$ cat config.mk
export PLATFORM = sky130hd
export DESIGN_NAME = uart_cmd_rx_flat
export DESIGN_NICKNAME = d
export VERILOG_FILES = /design/src/rtl/jsilicon_pkg.sv /design/src/rtl/uart_cmd_rx_if.sv /design/src/rtl/uart_rx_core.sv /design/src/rtl/uart_cmd_rx.sv /design/src/flat_wrapper.sv
export SDC_FILE = /design/constraint.sdc
export NUM_CORES = 1
export LEC_CHECK = 0
export CAP_MARGIN = 0
export CORE_AREA = 3 3 79 81
export DETAILED_ROUTE_END_ITERATION = 8
export DIE_AREA = 0 0 82 84
export PLACE_DENSITY = 0.8
export SYNTH_ARGS = -nofsm -noshare
export SYNTH_HDL_FRONTEND = slang
export SYNTH_SLANG_ARGS = --single-unit
$ cat constraint.sdc
create_clock -name clock -period 2.15 [get_ports clock]
set_input_delay 0.3225 -clock clock [delete_from_list [all_inputs] [get_ports clock]]
set_output_delay 0.3225 -clock clock [all_outputs]
set_load 0.05 [all_outputs]
$ cat src/rtl/jsilicon_pkg.sv
// rtl/jsilicon_pkg.sv - shared constants, state enums and command type for the UART command receiver
//
// Contents:
//   CLKS_PER_BIT_DEF, TIMEOUT_BITS_DEF, HDR_DEF  default UART / frame constants
//   byte_state_t   byte receiver FSM states
//   frame_state_t  two-byte frame assembler FSM states
//   cmd_t          decoded command {a, b, opcode}
//   make_cmd       packs byte0 and the byte1 opcode field into a cmd_t
package jsilicon_pkg;

  localparam int         CLKS_PER_BIT_DEF = 434;
  localparam int         TIMEOUT_BITS_DEF = 20;
  localparam logic [4:0] HDR_DEF          = 5'b10100;

  typedef enum logic [2:0] {
    BS_IDLE,
    BS_START,
    BS_DATA,
    BS_STOP,
    BS_BREAK
  } byte_state_t;

  typedef enum logic {
    FS_WAIT0,
    FS_WAIT1
  } frame_state_t;

  typedef struct packed {
    logic [3:0] a;
    logic [3:0] b;
    logic [2:0] opcode;
  } cmd_t;

  function automatic cmd_t make_cmd(input logic [7:0] byte0, input logic [2:0] op);
    cmd_t c;
    c.a      = byte0[7:4];
    c.b      = byte0[3:0];
    c.opcode = op;
    return c;
  endfunction

endpackage

$ cat src/rtl/uart_cmd_rx_if.sv
// rtl/uart_cmd_rx_if.sv - command valid/ready channel between receiver and consumer
//
// Signals:
//   cmd_valid   command pending (driven by master)
//   cmd_ready   consumer accepts when high with cmd_valid (driven by slave)
//   cmd_a       operand A
//   cmd_b       operand B
//   cmd_opcode  opcode
interface uart_cmd_rx_if;

  logic       cmd_valid;
  logic       cmd_ready;
  logic [3:0] cmd_a;
  logic [3:0] cmd_b;
  logic [2:0] cmd_opcode;

  modport master (
    output cmd_valid,
    output cmd_a,
    output cmd_b,
    output cmd_opcode,
    input  cmd_ready
  );

  modport slave (
    input  cmd_valid,
    input  cmd_a,
    input  cmd_b,
    input  cmd_opcode,
    output cmd_ready
  );

endinterface

$ cat src/rtl/uart_rx_core.sv
// rtl/uart_rx_core.sv - 8N1 byte receiver: rx synchroniser plus byte FSM
//
// Ports:
//   clock       system clock
//   reset_n     asynchronous active-low reset
//   rx          serial line, idle high, asynchronous to clock
//   byte_valid  one-cycle pulse, byte_data holds a good byte
//   byte_data   last received byte (LSB first on the line)
//   frame_err   one-cycle pulse, stop bit sampled low
//   busy        high whenever the byte FSM is not in IDLE
module uart_rx_core
  import jsilicon_pkg::*;
#(
  parameter int CLKS_PER_BIT = CLKS_PER_BIT_DEF
) (
  input  logic       clock,
  input  logic       reset_n,
  input  logic       rx,
  output logic       byte_valid,
  output logic [7:0] byte_data,
  output logic       frame_err,
  output logic       busy
);

  localparam int            CW        = $clog2(CLKS_PER_BIT);
  localparam logic [CW-1:0] BIT_LAST  = CW'(CLKS_PER_BIT - 1);
  localparam logic [CW-1:0] HALF_LAST = CW'(CLKS_PER_BIT / 2 - 1);

  logic          rx_meta;
  logic          rxs;
  logic          rxs_prev;
  byte_state_t   state;
  logic [CW-1:0] cyc_cnt;
  logic [3:0]    bit_idx;
  logic [7:0]    shift;

  // Flops reset high so an idle line never looks like a falling edge.
  always_ff @(posedge clock or negedge reset_n) begin
    if (!reset_n) begin
      rx_meta  <= 1'b1;
      rxs      <= 1'b1;
      rxs_prev <= 1'b1;
    end else begin
      rx_meta  <= rx;
      rxs      <= rx_meta;
      rxs_prev <= rxs;
    end
  end

  always_ff @(posedge clock or negedge reset_n) begin
    if (!reset_n) begin
      state      <= BS_IDLE;
      cyc_cnt    <= '0;
      bit_idx    <= '0;
      shift      <= '0;
      byte_valid <= 1'b0;
      frame_err  <= 1'b0;
      busy       <= 1'b0;
    end else begin
      byte_valid <= 1'b0;
      frame_err  <= 1'b0;
      unique case (state)
        BS_IDLE: begin
          if (rxs_prev && !rxs) begin
            state   <= BS_START;
            cyc_cnt <= '0;
            busy    <= 1'b1;
          end
        end
        // Sample mid start bit; a high line here was only a glitch.
        BS_START: begin
          if (cyc_cnt == HALF_LAST) begin
            cyc_cnt <= '0;
            if (rxs) begin
              state <= BS_IDLE;
              busy  <= 1'b0;
            end else begin
              state   <= BS_DATA;
              bit_idx <= '0;
            end
          end else begin
            cyc_cnt <= cyc_cnt + 1'b1;
          end
        end
        BS_DATA: begin
          if (cyc_cnt == BIT_LAST) begin
            cyc_cnt <= '0;
            shift   <= {rxs, shift[7:1]};
            if (bit_idx == 4'd7) begin
              state <= BS_STOP;
            end else begin
              bit_idx <= bit_idx + 1'b1;
            end
          end else begin
            cyc_cnt <= cyc_cnt + 1'b1;
          end
        end
        BS_STOP: begin
          if (cyc_cnt == BIT_LAST) begin
            cyc_cnt <= '0;
            if (rxs) begin
              byte_valid <= 1'b1;
              state      <= BS_IDLE;
              busy       <= 1'b0;
            end else begin
              frame_err <= 1'b1;
              state     <= BS_BREAK;
            end
          end else begin
            cyc_cnt <= cyc_cnt + 1'b1;
          end
        end
        // Wait for the line to recover so a held-low line cannot retrigger.
        BS_BREAK: begin
          if (rxs) begin
            state <= BS_IDLE;
            busy  <= 1'b0;
          end
        end
        default: begin
          state <= BS_IDLE;
          busy  <= 1'b0;
        end
      endcase
    end
  end

  assign byte_data = shift;

endmodule

$ cat src/rtl/uart_cmd_rx.sv
// rtl/uart_cmd_rx.sv - UART receiver plus two-byte command assembler with valid/ready output
//
// Ports:
//   clock        system clock
//   reset_n      asynchronous active-low reset
//   rx           serial line, idle high
//   cmd          command channel (master): cmd_valid/cmd_ready, cmd_a, cmd_b, cmd_opcode
//   rx_busy      byte receiver not idle
//   frame_err    one-cycle pulse, stop bit low
//   cmd_err      one-cycle pulse, header mismatch or byte1 timeout
//   overrun_err  one-cycle pulse, frame completed while a command was still pending
module uart_cmd_rx
  import jsilicon_pkg::*;
#(
  parameter int         CLKS_PER_BIT = CLKS_PER_BIT_DEF,
  parameter int         TIMEOUT_BITS = TIMEOUT_BITS_DEF,
  parameter logic [4:0] HDR          = HDR_DEF
) (
  input  logic          clock,
  input  logic          reset_n,
  input  logic          rx,
  uart_cmd_rx_if.master cmd,
  output logic          rx_busy,
  output logic          frame_err,
  output logic          cmd_err,
  output logic          overrun_err
);

  localparam int            CW       = $clog2(CLKS_PER_BIT);
  localparam int            TW       = $clog2(TIMEOUT_BITS + 1);
  localparam logic [CW-1:0] BIT_LAST = CW'(CLKS_PER_BIT - 1);
  localparam logic [TW-1:0] TO_LIMIT = TW'(TIMEOUT_BITS);

  logic         byte_valid;
  logic [7:0]   byte_data;
  frame_state_t fstate;
  logic [7:0]   byte0;
  logic [CW-1:0] to_cyc;
  logic [TW-1:0] to_bits;
  cmd_t         cmd_q;
  logic         valid_q;

  uart_rx_core #(
    .CLKS_PER_BIT(CLKS_PER_BIT)
  ) u_core (
    .clock     (clock),
    .reset_n   (reset_n),
    .rx        (rx),
    .byte_valid(byte_valid),
    .byte_data (byte_data),
    .frame_err (frame_err),
    .busy      (rx_busy)
  );

  always_ff @(posedge clock or negedge reset_n) begin
    if (!reset_n) begin
      fstate      <= FS_WAIT0;
      byte0       <= '0;
      to_cyc      <= '0;
      to_bits     <= '0;
      cmd_q       <= '0;
      valid_q     <= 1'b0;
      cmd_err     <= 1'b0;
      overrun_err <= 1'b0;
    end else begin
      cmd_err     <= 1'b0;
      overrun_err <= 1'b0;
      // Handshake retires the pending command; a completing frame below may reload it.
      if (valid_q && cmd.cmd_ready) begin
        valid_q <= 1'b0;
      end
      unique case (fstate)
        FS_WAIT0: begin
          if (byte_valid) begin
            byte0   <= byte_data;
            fstate  <= FS_WAIT1;
            to_cyc  <= '0;
            to_bits <= '0;
          end
        end
        FS_WAIT1: begin
          if (byte_valid) begin
            fstate <= FS_WAIT0;
            if (byte_data[7:3] != HDR) begin
              cmd_err <= 1'b1;
            end else if (!valid_q || cmd.cmd_ready) begin
              cmd_q   <= make_cmd(byte0, byte_data[2:0]);
              valid_q <= 1'b1;
            end else begin
              overrun_err <= 1'b1;
            end
          end else if (to_bits == TO_LIMIT) begin
            cmd_err <= 1'b1;
            fstate  <= FS_WAIT0;
          end else if (to_cyc == BIT_LAST) begin
            to_cyc  <= '0;
            to_bits <= to_bits + 1'b1;
          end else begin
            to_cyc <= to_cyc + 1'b1;
          end
        end
        default: fstate <= FS_WAIT0;
      endcase
    end
  end

  assign cmd.cmd_valid  = valid_q;
  assign cmd.cmd_a      = cmd_q.a;
  assign cmd.cmd_b      = cmd_q.b;
  assign cmd.cmd_opcode = cmd_q.opcode;

endmodule

$ cat src/flat_wrapper.sv
// flat-port wrapper written by rule: the top's interface ports become plain ports
module uart_cmd_rx_flat import jsilicon_pkg::*;
#(
  parameter int         CLKS_PER_BIT = CLKS_PER_BIT_DEF,
  parameter int         TIMEOUT_BITS = TIMEOUT_BITS_DEF,
  parameter logic [4:0] HDR          = HDR_DEF
)
  (clock, reset_n, rx, rx_busy, frame_err, cmd_err, overrun_err, cmd_cmd_valid, cmd_cmd_a, cmd_cmd_b, cmd_cmd_opcode, cmd_cmd_ready);
  uart_cmd_rx_if cmd_i ();
  input  logic clock;
  input  logic reset_n;
  input  logic rx;
  output logic rx_busy;
  output logic frame_err;
  output logic cmd_err;
  output logic overrun_err;
  output wire logic [$bits(cmd_i.cmd_valid)-1:0] cmd_cmd_valid;
  output wire logic [$bits(cmd_i.cmd_a)-1:0] cmd_cmd_a;
  output wire logic [$bits(cmd_i.cmd_b)-1:0] cmd_cmd_b;
  output wire logic [$bits(cmd_i.cmd_opcode)-1:0] cmd_cmd_opcode;
  input wire logic [$bits(cmd_i.cmd_ready)-1:0] cmd_cmd_ready;
  assign cmd_cmd_valid = cmd_i.cmd_valid;
  assign cmd_cmd_a = cmd_i.cmd_a;
  assign cmd_cmd_b = cmd_i.cmd_b;
  assign cmd_cmd_opcode = cmd_i.cmd_opcode;
  assign cmd_i.cmd_ready = cmd_cmd_ready;
  uart_cmd_rx #(.CLKS_PER_BIT(CLKS_PER_BIT), .TIMEOUT_BITS(TIMEOUT_BITS), .HDR(HDR)) u_core (.clock(clock), .reset_n(reset_n), .rx(rx), .cmd(cmd_i), .rx_busy(rx_busy), .frame_err(frame_err), .cmd_err(cmd_err), .overrun_err(overrun_err));
endmodule
# Yosys cells after proc, flatten, opt, wreduce, memory -nomap -nowiden
# Index checks and enable logic that the tools add are counted.
# W data, S select, Z words.
word_totals:
  regBits: 67
  input_bits: 4
  output_inout_bits: 16
  elab_cells: 123
op_classes:
  add_sub_neg: 4
  n_eq_ne: 22
  mux: 56
  n_bitwise: 3
  reduce_logical: 18
op_table:
  columns: ["cell", "n"]
  rows:
  - ["$mux W9", 7]
  - ["$pmux W9 S3", 1]
  - ["$mux W1", 26]
  - ["$ne A2 B2 Y1 const B", 12]
  - ["$mux W3", 7]
  - ["$mux W5", 4]
  - ["$add A9 B1 Y9 const B", 2]
  - ["$eq A9 B9 Y1 const B", 2]
  - ["$pmux W9 S2", 1]
  - ["$mux W4", 4]
  - ["$pmux W3 S5", 1]
  - ["$reduce_and A4 Y1", 3]
  - ["$pmux W5 S2", 1]
  - ["$eq A9 B8 Y1 const B", 1]
  - ["$pmux W4 S2", 1]
  - ["$eq A3 B2 Y1 const B", 2]
  - ["$reduce_and A2 Y1", 3]
  - ["$reduce_and A6 Y1", 1]
  - ["$add A5 B1 Y5 const B", 1]
  - ["$eq A5 B5 Y1 const B", 1]
  - ["$ne A5 B5 Y1 const B", 1]
  - ["$pmux W1 S5", 1]
  - ["$reduce_and A5 Y1", 1]
  - ["$add A4 B1 Y4 const B", 1]
  - ["14 further kinds", 18]

# Longest topological paths before layout
depth:
  ltp_word: 6
  ltp_mapped: 7

# Cells and area by module
# Synthesis repeated with hierarchy kept, for this count alone.
unflattened:
  cells_unflattened: 305
  area_unflattened_um2: 3470.8
modules_own_cells:
  columns: ["mod", "n_inst", "cells_each", "area_per_inst_um2", "seq_area_each_um2"]
  rows:
  - ["uart_cmd_rx", 1, 156, 1824.2, 925.9]
  - ["uart_rx_core", 1, 149, 1646.6, 754.5]

# Least setup slack after synthesis
# Ideal clock, no wire load.
synth_timing:
  kind: "register -> register"
  start: "register u_core.u_core.state[2]"
  end: "register u_core.u_core.bit_idx[0]"
  setup_ns: 0.128
  t_arrival_ns: 1.652
  required_ns: 2.022
  slack_ns: 0.371
  path_stages_with_launch: 6
  synth_period_minus_slack_ns: 1.779
  path_cell_list: "dfrtp_1 -> buf_2 -> or3b_1 -> o22a_2 -> nor3_4 -> mux2_1"
synth_via:
  elab_chain_len: 3
synth_rtl:
  columns: ["element", "line", "rtl"]
  rows:
  - ["start, declared", "uart_rx_core.sv:32", "byte_state_t state;"]
  - ["start signal, assigned", "uart_rx_core.sv:52", "state <= BS_IDLE;"]
  - ["start signal, assigned", "uart_rx_core.sv:65", "state <= BS_START;"]
  - ["start signal, assigned", "uart_rx_core.sv:75", "state <= BS_IDLE;"]
  - ["$eq A3 B2 Y1 / $eq A3 B1 Y1 (equally long branches)", "uart_rx_core.sv:62", "unique case (state)"]
  - ["$ne A2 B2 Y1 (no line) / $reduce_bool A2 Y1 (equally long branches)", null, null]
  - ["$reduce_and A5 Y1 (no line)", null, null]
  - ["end signal, assigned", "uart_rx_core.sv:92", "bit_idx <= bit_idx + 1'b1;"]
  - ["end, declared", "uart_rx_core.sv:34", "logic [3:0] bit_idx;"]
# Several ways; a longest one is shown, not always the timed one.
# A chain may end at the register's enable or synchronous reset.

# Final worst setup path
# Same ends and word-level chain as after synthesis.

==> impl_metrics.env <==
export IMPL_drv_cap=0
export IMPL_synth_area_um2=3310
export IMPL_syn_nets=311
export IMPL_worstPathRequired_ns=2.36
export IMPL_die_h_um=84
export IMPL_grt_pass1_wl_um=11300
export IMPL_clk_pin_slew_ns=0.07
export IMPL_drc=0
export IMPL_synth_compound_area_frac=0.138
export IMPL_detail_route_antenna_nets=0
export IMPL_timing_fmax_mhz=494
export IMPL_cts_resized=0
export IMPL_maxSlewViolCount=0
export IMPL_finalPower_mw=3.06
export IMPL_final_layout_size_suffix_gt1_frac=0.185
export IMPL_critPathLaunchType="register"
export IMPL_rows=27
export IMPL_drt_iter0_drc=118
export IMPL_die_w_um=82
export IMPL_syn_inst=296
export IMPL_synth_edf_count=0
export IMPL_synth_area_leader_cell="dfrtp_1"
export IMPL_yosys_cell_types_count=64
export IMPL_fin_crit_ns=2.02
export IMPL_vias_per_cell=5.83
export IMPL_ys_async_sr_fraction=1.00
export IMPL_hold_path_class="reg -> reg"
export IMPL_synth_simple_area_share=0.169
export IMPL_cts_buffers=9
export IMPL_synth_area_top_cells="dfrtp_1, mux2_2, ha_1"
export IMPL_seq_area_frac_synth=0.508
export IMPL_synth_top_area_frac=0.484
export IMPL_muxShareOfSynthArea=0.108
export IMPL_synth_fa_ha_area_frac=0.0416
export IMPL_outcome="completed"
export IMPL_min_period_over_period=0.941
export IMPL_grt_use_met2=0.328
export IMPL_port_buffers=19
export IMPL_hold_depth=0
export IMPL_setup_tns_ns=0
export IMPL_die_area_um2=6890
export IMPL_ios=20
export IMPL_grt_busiest_layer="met2"
export IMPL_cts_tree="built"
export IMPL_power_density_nw_per_um2=812
export IMPL_setup_violations=0
export IMPL_synth_ff_type="dfrtp_1"
export IMPL_synth_xor_area_share=0.00265
export IMPL_core_area_um2=5540
export IMPL_worstSetupPathType="reg -> reg"
export IMPL_antenna_found_initial=0
export IMPL_cts_root_buf="clkbuf_8"
export IMPL_rsz0062_at_grt="false"
export IMPL_worstPathMaxFanout=13
export IMPL_routed_wl_um=6180
export IMPL_irDropWorstVdd_mv=0.630
export IMPL_place_congestion=0.815
export IMPL_grt_usage=0.209
export IMPL_use_met3=0.0454
export IMPL_grt_ovfl_total=0
export IMPL_ys_warn_count=0
export IMPL_p_leak_nw=1.76
export IMPL_reg2regPathDepth=4
export IMPL_synth_avg_cell_area_um2=11.2
export IMPL_synth_seq_cells=67
export IMPL_synth_top_family_by_area="simple AND/OR/NAND/NOR gates"
export IMPL_htreeDepth=3
export IMPL_grt_pass1_vias=2437
export IMPL_gr_usage_met1=0.281
export IMPL_vias=2339
export IMPL_wl_per_cell_um=15.4
export IMPL_fin_skew_ns=0.00894
export IMPL_worst_pin_slew_ns=0.669
export IMPL_grt_start_max_net_pins=48
export IMPL_critical_path_endpoint_type="register"
export IMPL_post_cts_buffers=0
export IMPL_dr_pass1_iters=4
export IMPL_clock_sink_count=67
export IMPL_hold_viol_final=0
export IMPL_start_util=0.597
export IMPL_clk_latency_ns=0.34
export IMPL_diodes=0
export IMPL_nets=339
export IMPL_area_growth_pct=14.0
export IMPL_dpl_hpwl_um=4400
export IMPL_critPathArrivalTime_ns=2.24
export IMPL_clk_path_buf_depth=2
export IMPL_slew_limit_headroom=0.554
-- critical path, stage by stage, from the launching register on --
cell and delay [ns]:
dfrtp_1 0.46, or3b_1 0.46, a21oi_2 0.53, nor3_4 0.12
mux2_1 0.34
-- stage by stage --
step / hold slack, ns / std cells / area (µm²) / utilization / worst slack, ns
2_1_floorplan: 0.0269 / 296 / 3310 / - / 0.371
3_3_place_gp: 0.315 / 384 / 3590 / 0.648 / 0.222
3_5_place_dp: 0.318 / 384 / 3590 / 0.648 / 0.154
4_1_cts: 0.367 / 401 / 3770 / 0.681 / 0.150
5_1_grt: 0.364 / 401 / 3770 / 0.681 / 0.0156
6_report: 0.362 / 401 / 3770 / 0.681 / 0.126
-- registers in the layout (all words and copies together) (netlist names), 4 cells and up --
register and count:
u_core.to_cyc 9, u_core.u_core.cyc_cnt 9, u_core.byte0 8, u_core.u_core.byte_data 8
u_core.to_bits 5, u_core.cmd.cmd_a 4, u_core.cmd.cmd_b 4, u_core.u_core.bit_idx 4
-- path summary, 6_finish.rpt --
kind                                        start                  endpoint  slack, ns
hold reg to reg             u_core.u_core.rx_meta         u_core.u_core.rxs       0.36
setup reg to reg           u_core.u_core.state[2]  u_core.u_core.bit_idx[0]       0.13
hold / removal              u_core.u_core.rx_meta         u_core.u_core.rxs       0.36
max in group asynchronous                 reset_n     u_core.u_core.rx_meta       1.00
setup / recovery           u_core.u_core.state[2]  u_core.u_core.bit_idx[0]       0.13
min in group asynchronous                 reset_n  u_core.u_core.cyc_cnt[2]       0.48
-- synthesized netlist by cell type (5+ instances only) --
library cell and n:
o21ai_0 11, a21oi_1 6, inv_1 15, ha_1 11
mux2_1 6, a22o_1 5, mux2_2 23, nand3_1 13
nand2_1 28, dfrtp_1 64, nor2_1 16, o211ai_1 5
-- layout make-up --
class	count	area (µm²)
fillers	423	1770
flip-flops and latches	67	1680
multi-input cells	205	1520
repair buffers	26	253
clock buffers	12	145
well taps	72	90.1
inverters	15	56.3
clock inverters	4	26.3
-- cell families (layout without fill, tap and decap cells) --
logic type / after synthesis / count (layout)
AOI/OAI and AO/OA: 60 / 60
xor gates and xnor gates: 1 / 1
buffers and inverters: 24 / 57
DFF: 67 / 67
adders and majority gates: 11 / 11
muxes: 32 / 32
and+or+nand+nor: 101 / 101
-- routing by layer --
metal	vias to the layer above	routed length [µm]	part of all wire
met4	0	80	0.013
li1	1136	-	-
met3	7	226	0.037
met5	-	0	0
met2	46	3040	0.49
met1	1150	2830	0.46
-- cells in the final DEF, fill, tap and decap left out, types with 5 or more instances in the layout --
cell type and n:
nand3_1 13, clkdlybuf4s50_1 18, mux2_1 6, clkbuf_8 10, nand2_1 28, mux2_2 23
a22o_1 5, o211ai_1 5, a21oi_1 6, nor2_1 16, buf_4 5, dfrtp_1 64
ha_1 11, inv_1 15, o21ai_0 11
-- power by group --
group	total [mW]	leakage, nW	internal (mW)	switching [mW]
clock network	0.902	0.0863	0.448	0.453
logic	0.684	0.768	0.268	0.417
registers	1.48	0.908	1.36	0.121
-- timing repair --
item | 4_1_cts | 5_1_grt
hold buffers | 1 | 0
hold endpoints to repair | 20 | 0
endpoints found under the setup margin | 0 | 0
(Power assumes the default switching activity.)
==> edit 1: new RTL, config.mk and constraints unchanged <==
The 5 states of `byte_state_t` get a one-hot encoding in 5 bits.
--- a/src/rtl/jsilicon_pkg.sv
+++ b/src/rtl/jsilicon_pkg.sv
@@ -12,12 +12,12 @@
   localparam int         TIMEOUT_BITS_DEF = 20;
   localparam logic [4:0] HDR_DEF          = 5'b10100;
 
-  typedef enum logic [2:0] {
-    BS_IDLE,
-    BS_START,
-    BS_DATA,
-    BS_STOP,
-    BS_BREAK
+  typedef enum logic [4:0] {
+    BS_IDLE  = 5'b00001,
+    BS_START = 5'b00010,
+    BS_DATA  = 5'b00100,
+    BS_STOP  = 5'b01000,
+    BS_BREAK = 5'b10000
   } byte_state_t;
 
   typedef enum logic {
Behaviour: no difference found for any inputs over 10 cycles, from zero or initial values and one cycle with reset_n low; not proved beyond that.
==> edit 1 against the original RTL <==
Final area is 1.1% higher; wire length fell by 3.4%; die area unchanged; synthesized area decreased by 0.83%; setup slack lost 0.022 ns; count of clock-buffer cells in the layout is 3 lower; sequential cell count rose by 2; power fell by 9.1%; critical path type unchanged; largest power group unchanged.
==> edit 1: results (changes against the original RTL) <==
- Outcome: complete, no violations
- Synth Net Count: 312 (+0.32%)
- Routing usage on met1: 0.264 (-0.0172)
- Met3 Use GR: 0.0346 (-0.0108)
- Nets: 347 (+2.4%)
- Seq. pwr: 1.41 mW (-5%)
- Worst Max-Slew Pin Slew: 0.512 ns (-0.157 ns)
- DRT iter0 DRCs: 160 (+36%)
- Static Leakage: 1.75 nW (-0.68%)
- Final WL: 5.97 mm (-3.4%)
- Met2 wire length: 2.80 mm (-7.8%)
- Placed Cells: 392 (+2.1%)
- Post-synth top cells: dfrtp_1 (65), mux2_2 (27), nand3_1 (25), nand2_1 (19), o21ai_0 (19)
- Combinational fraction of design power: 0.164 (-0.059)
- Setup crit start: u_core.u_core.cyc_cnt[1]
- R2R Setup Slk: 0.10 ns (-0.02 ns)
- Mux share of post-synthesis cell area: 0.102 (-0.00596)
- CP endpoint: u_core.u_core.busy
- Synth Area in XOR/XNOR: 0.0133 (+0.0107)
- Worst vdd ir: 682 uV (+8.4%)
- Placed Area: 3610 um2 (+0.66%)
- CP Max Fanout: 4 (-9)
- Tcrit/Tclk final: 0.952 (+0.0104)
- GPL Wtd Cong: 0.916 (+12%)
- Global-route wire length before repair: 10.5 mm (-7.2%)
- Fin cells: 409 (+2.0%)
- Critical-path top delay cell: or4b_1
- WL met3: 238 um (+5.3%)
- Worst Clk Skew: 0.0110 ns (+0.00208 ns)
- Met1 WL: 2.79 mm (-1.5%)
- Top post-synthesis cells by area: dfrtp_1 (50%), mux2_2 (9.3%), ha_1 (4.2%)
- Synth Instances: 297 (+0.34%)
- Pin count of the biggest net entering global routing: 70 (+46%)
-- edit 1: cell types whose count changed in the layout (fill, tap and decap cells not counted), sizes merged, moves of 4 or more --
cell    change
and3        +4
nand3      +12
o21ai       +6
a31oi       +6
o211ai      -4
a21oi       -4
or3         -4
buf         +8
nand2       -9
-- edit 1: worst min path at each step --
stage / end / slack [ns]
floorplan: u_core.byte0[0] / 0.03
global placement: u_core.u_core.rxs / 0.35
detailed placement: u_core.u_core.rxs / 0.35
CTS: u_core.u_core.rxs / 0.36
global route: u_core.u_core.rxs / 0.37
finish: u_core.u_core.rxs / 0.36
-- edit 1: area by class of cell --
cell class | instances | area (um2)
clock buffers | 9 | 124
clock inverters | 7 | 50.0
fillers | 412 | 1730
inverters | 16 | 60.1
multi-input cells | 202 | 1440
flip-flops and latches | 69 | 1730
well taps | 72 | 90.1
repair buffers | 34 | 313
-- edit 1: timing repair --
action,CTS,global route
hold buffers,1,0
endpoints found under the hold margin,8,0
resized for setup,0,3
endpoints found under the setup margin,0,8
==> edit 2: new RTL, config.mk and constraints unchanged <==
Made on the original files. `CLKS_PER_BIT_DEF`: 434 -> 868.
--- a/src/rtl/jsilicon_pkg.sv
+++ b/src/rtl/jsilicon_pkg.sv
@@ -8,7 +8,7 @@
 //   make_cmd       packs byte0 and the byte1 opcode field into a cmd_t
 package jsilicon_pkg;
 
-  localparam int         CLKS_PER_BIT_DEF = 434;
+  localparam int         CLKS_PER_BIT_DEF = 868;
   localparam int         TIMEOUT_BITS_DEF = 20;
   localparam logic [4:0] HDR_DEF          = 5'b10100;
 
Check against the original RTL: no difference found for any inputs over 10 cycles, from zero or initial values and one cycle with reset_n low; that may be too few to reach the edited logic, so the function may still have changed.
==> edit 2 against the original RTL <==
Global-route usage decreased by 0.32 points; wire length increased by 0.29%; synthesized area is 0.53% higher; setup slack got worse by 0.0084 ns; core utilization rose by 1.9 points; sequential cell count increased by 2; final area up 2.8%; largest cell class unchanged; highest routed layer unchanged.
Power is not compared: it rests on default switching activity, and its combinational part moved more than twofold at a synthesized area within 25%.
==> edit 2: results (changes against the original RTL) <==
- Synth async-reset ratio: 1.00 (unchanged)
- Fill count: 409 (-3.3%)
- Fin cells: 413 (+3.0%)
- DRT iter0 DRCs: 89 (-25%)
- Share of cells above drive strength 1: 0.150 (-0.0359)
- Setup WS pre-CTS: 0.0496 ns (-0.104 ns)
- Placed Cells: 396 (+3.1%)
- Worst Path Arrival: 2.28 ns (+0.04 ns)
- Register area share after synthesis: 0.520 (+0.0124)
- Top Registers: u_core.to_cyc x10, u_core.u_core.cyc_cnt x10
- Initial Utilization: 0.600 (+0.00316)
- Synth Net Count: 316 (+1.6%)
- CTS Buf Count: 9 (unchanged)
- Outcome: complete, no violations
- Slew HR: 0.622 (+0.0677)
- Detail Placement HPWL: 4.49 mm (+2.2%)
- Routed len/inst: 15.0 um (-2.6%)
- CTS max path bufs: 2 (unchanged)
- Final slew viol count: 0 (unchanged)
- Root buffer cell: clkbuf_8
- Avg Vias per Cell: 5.75 (-1.5%)
- Combinational fraction of design power: 0.053
- GRT Total Usage: 0.206 (-0.00321)
- I/O Buffers: 19 (unchanged)
- Post-synth top cells: dfrtp_1 (66), nand2_1 (24), nor2_1 (20), o21ai_1 (19), mux2_1 (18)
- # diodes: 0 (unchanged)
- Final core utilization: 0.700 (+0.0192)
- Placed Area: 3650 um2 (+1.8%)
- 1st-pass router iterations: 4 (unchanged)
- Top post-synthesis cells by area: dfrtp_1 (50%), mux2_1 (6.1%), ha_1 (3.4%)
- # DRC: 0 (unchanged)
- GPL Wtd Cong: 0.899 (+10%)
- Seq. pwr: 1.34 mW
- CP Max Fanout: 11 (-2)
- Mean Syn Cell Area: 11.0 um2 (-1.8%)
- Pin count of the biggest net entering global routing: 27 (-44%)
- Worst Clk Skew: 0.0130 ns (+0.00407 ns)
- Nets: 349 (+2.9%)
- H-tree Lvls: 3 (unchanged)
- Clock-pin slew on the worst setup and hold paths: approximately 0.080 ns
- Worst vdd ir: 442 uV
- Global-route wire length before repair: 11.1 mm (-1.7%)
- Clk_lat worst skew: 0.34 ns (about the same)
- Distinct cells, synth: 58 (-9.4%)
-- edit 2: worst max-delay path, cell delays in order (launching register included) --
cell,delay (ns)
dfrtp_1,0.43
ha_1,0.26
nor4bb_4,0.18
and3_1,0.20
o22a_2,0.30
or2_1,0.31
o311ai_2,0.26
-- edit 2: per-layer routing --
| layer | track usage | wire length (um) |
|---|---|---|
| met3 | 0.0518 | 255 |
| met4 | 0.0801 | 112 |
| met5 | 0 | 0 |
| met2 | 0.319 | 3030 |
| met1 | 0.274 | 2810 |
-- edit 2: cells by family after synthesis --
family,synth area share
simple gates,0.187
buf+inv,0.0286
compound gates,0.122
xor+xnor,0.0105
mux,0.0971
flops,0.520
fa+ha+maj,0.0339
-- edit 2: final cells by class --
type	instances	area share
inverters	12	0.0116
repair buffers	32	0.0768
clock buffers	9	0.0319
multi-input cells	212	0.391
clock inverters	7	0.0190
flip-flops and latches	69	0.446
well taps	72	0.0232
-- edit 2: repair_timing --
action,in CTS,in global routing
endpoints found under the hold margin,22,0
hold buffers,1,0
endpoints found under the setup margin,0,17
setup buffers,0,0
resized for setup,0,3
-- edit 2: path summary, 6_finish.rpt --
kind	from	end	slack, ns	cells after the start
setup reg to reg	u_core.u_core.cyc_cnt[0]	u_core.u_core.cyc_cnt[6]	0.12	6
hold / removal	u_core.u_core.rx_meta	u_core.u_core.rxs	0.36	0
setup / recovery	u_core.u_core.cyc_cnt[0]	u_core.u_core.cyc_cnt[6]	0.12	6
hold reg to reg	u_core.u_core.rx_meta	u_core.u_core.rxs	0.36	0
min in group asynchronous	reset_n	u_core.cmd.cmd_opcode[1]	0.49	2
max in group asynchronous	reset_n	u_core.u_core.rxs_prev	1.04	3
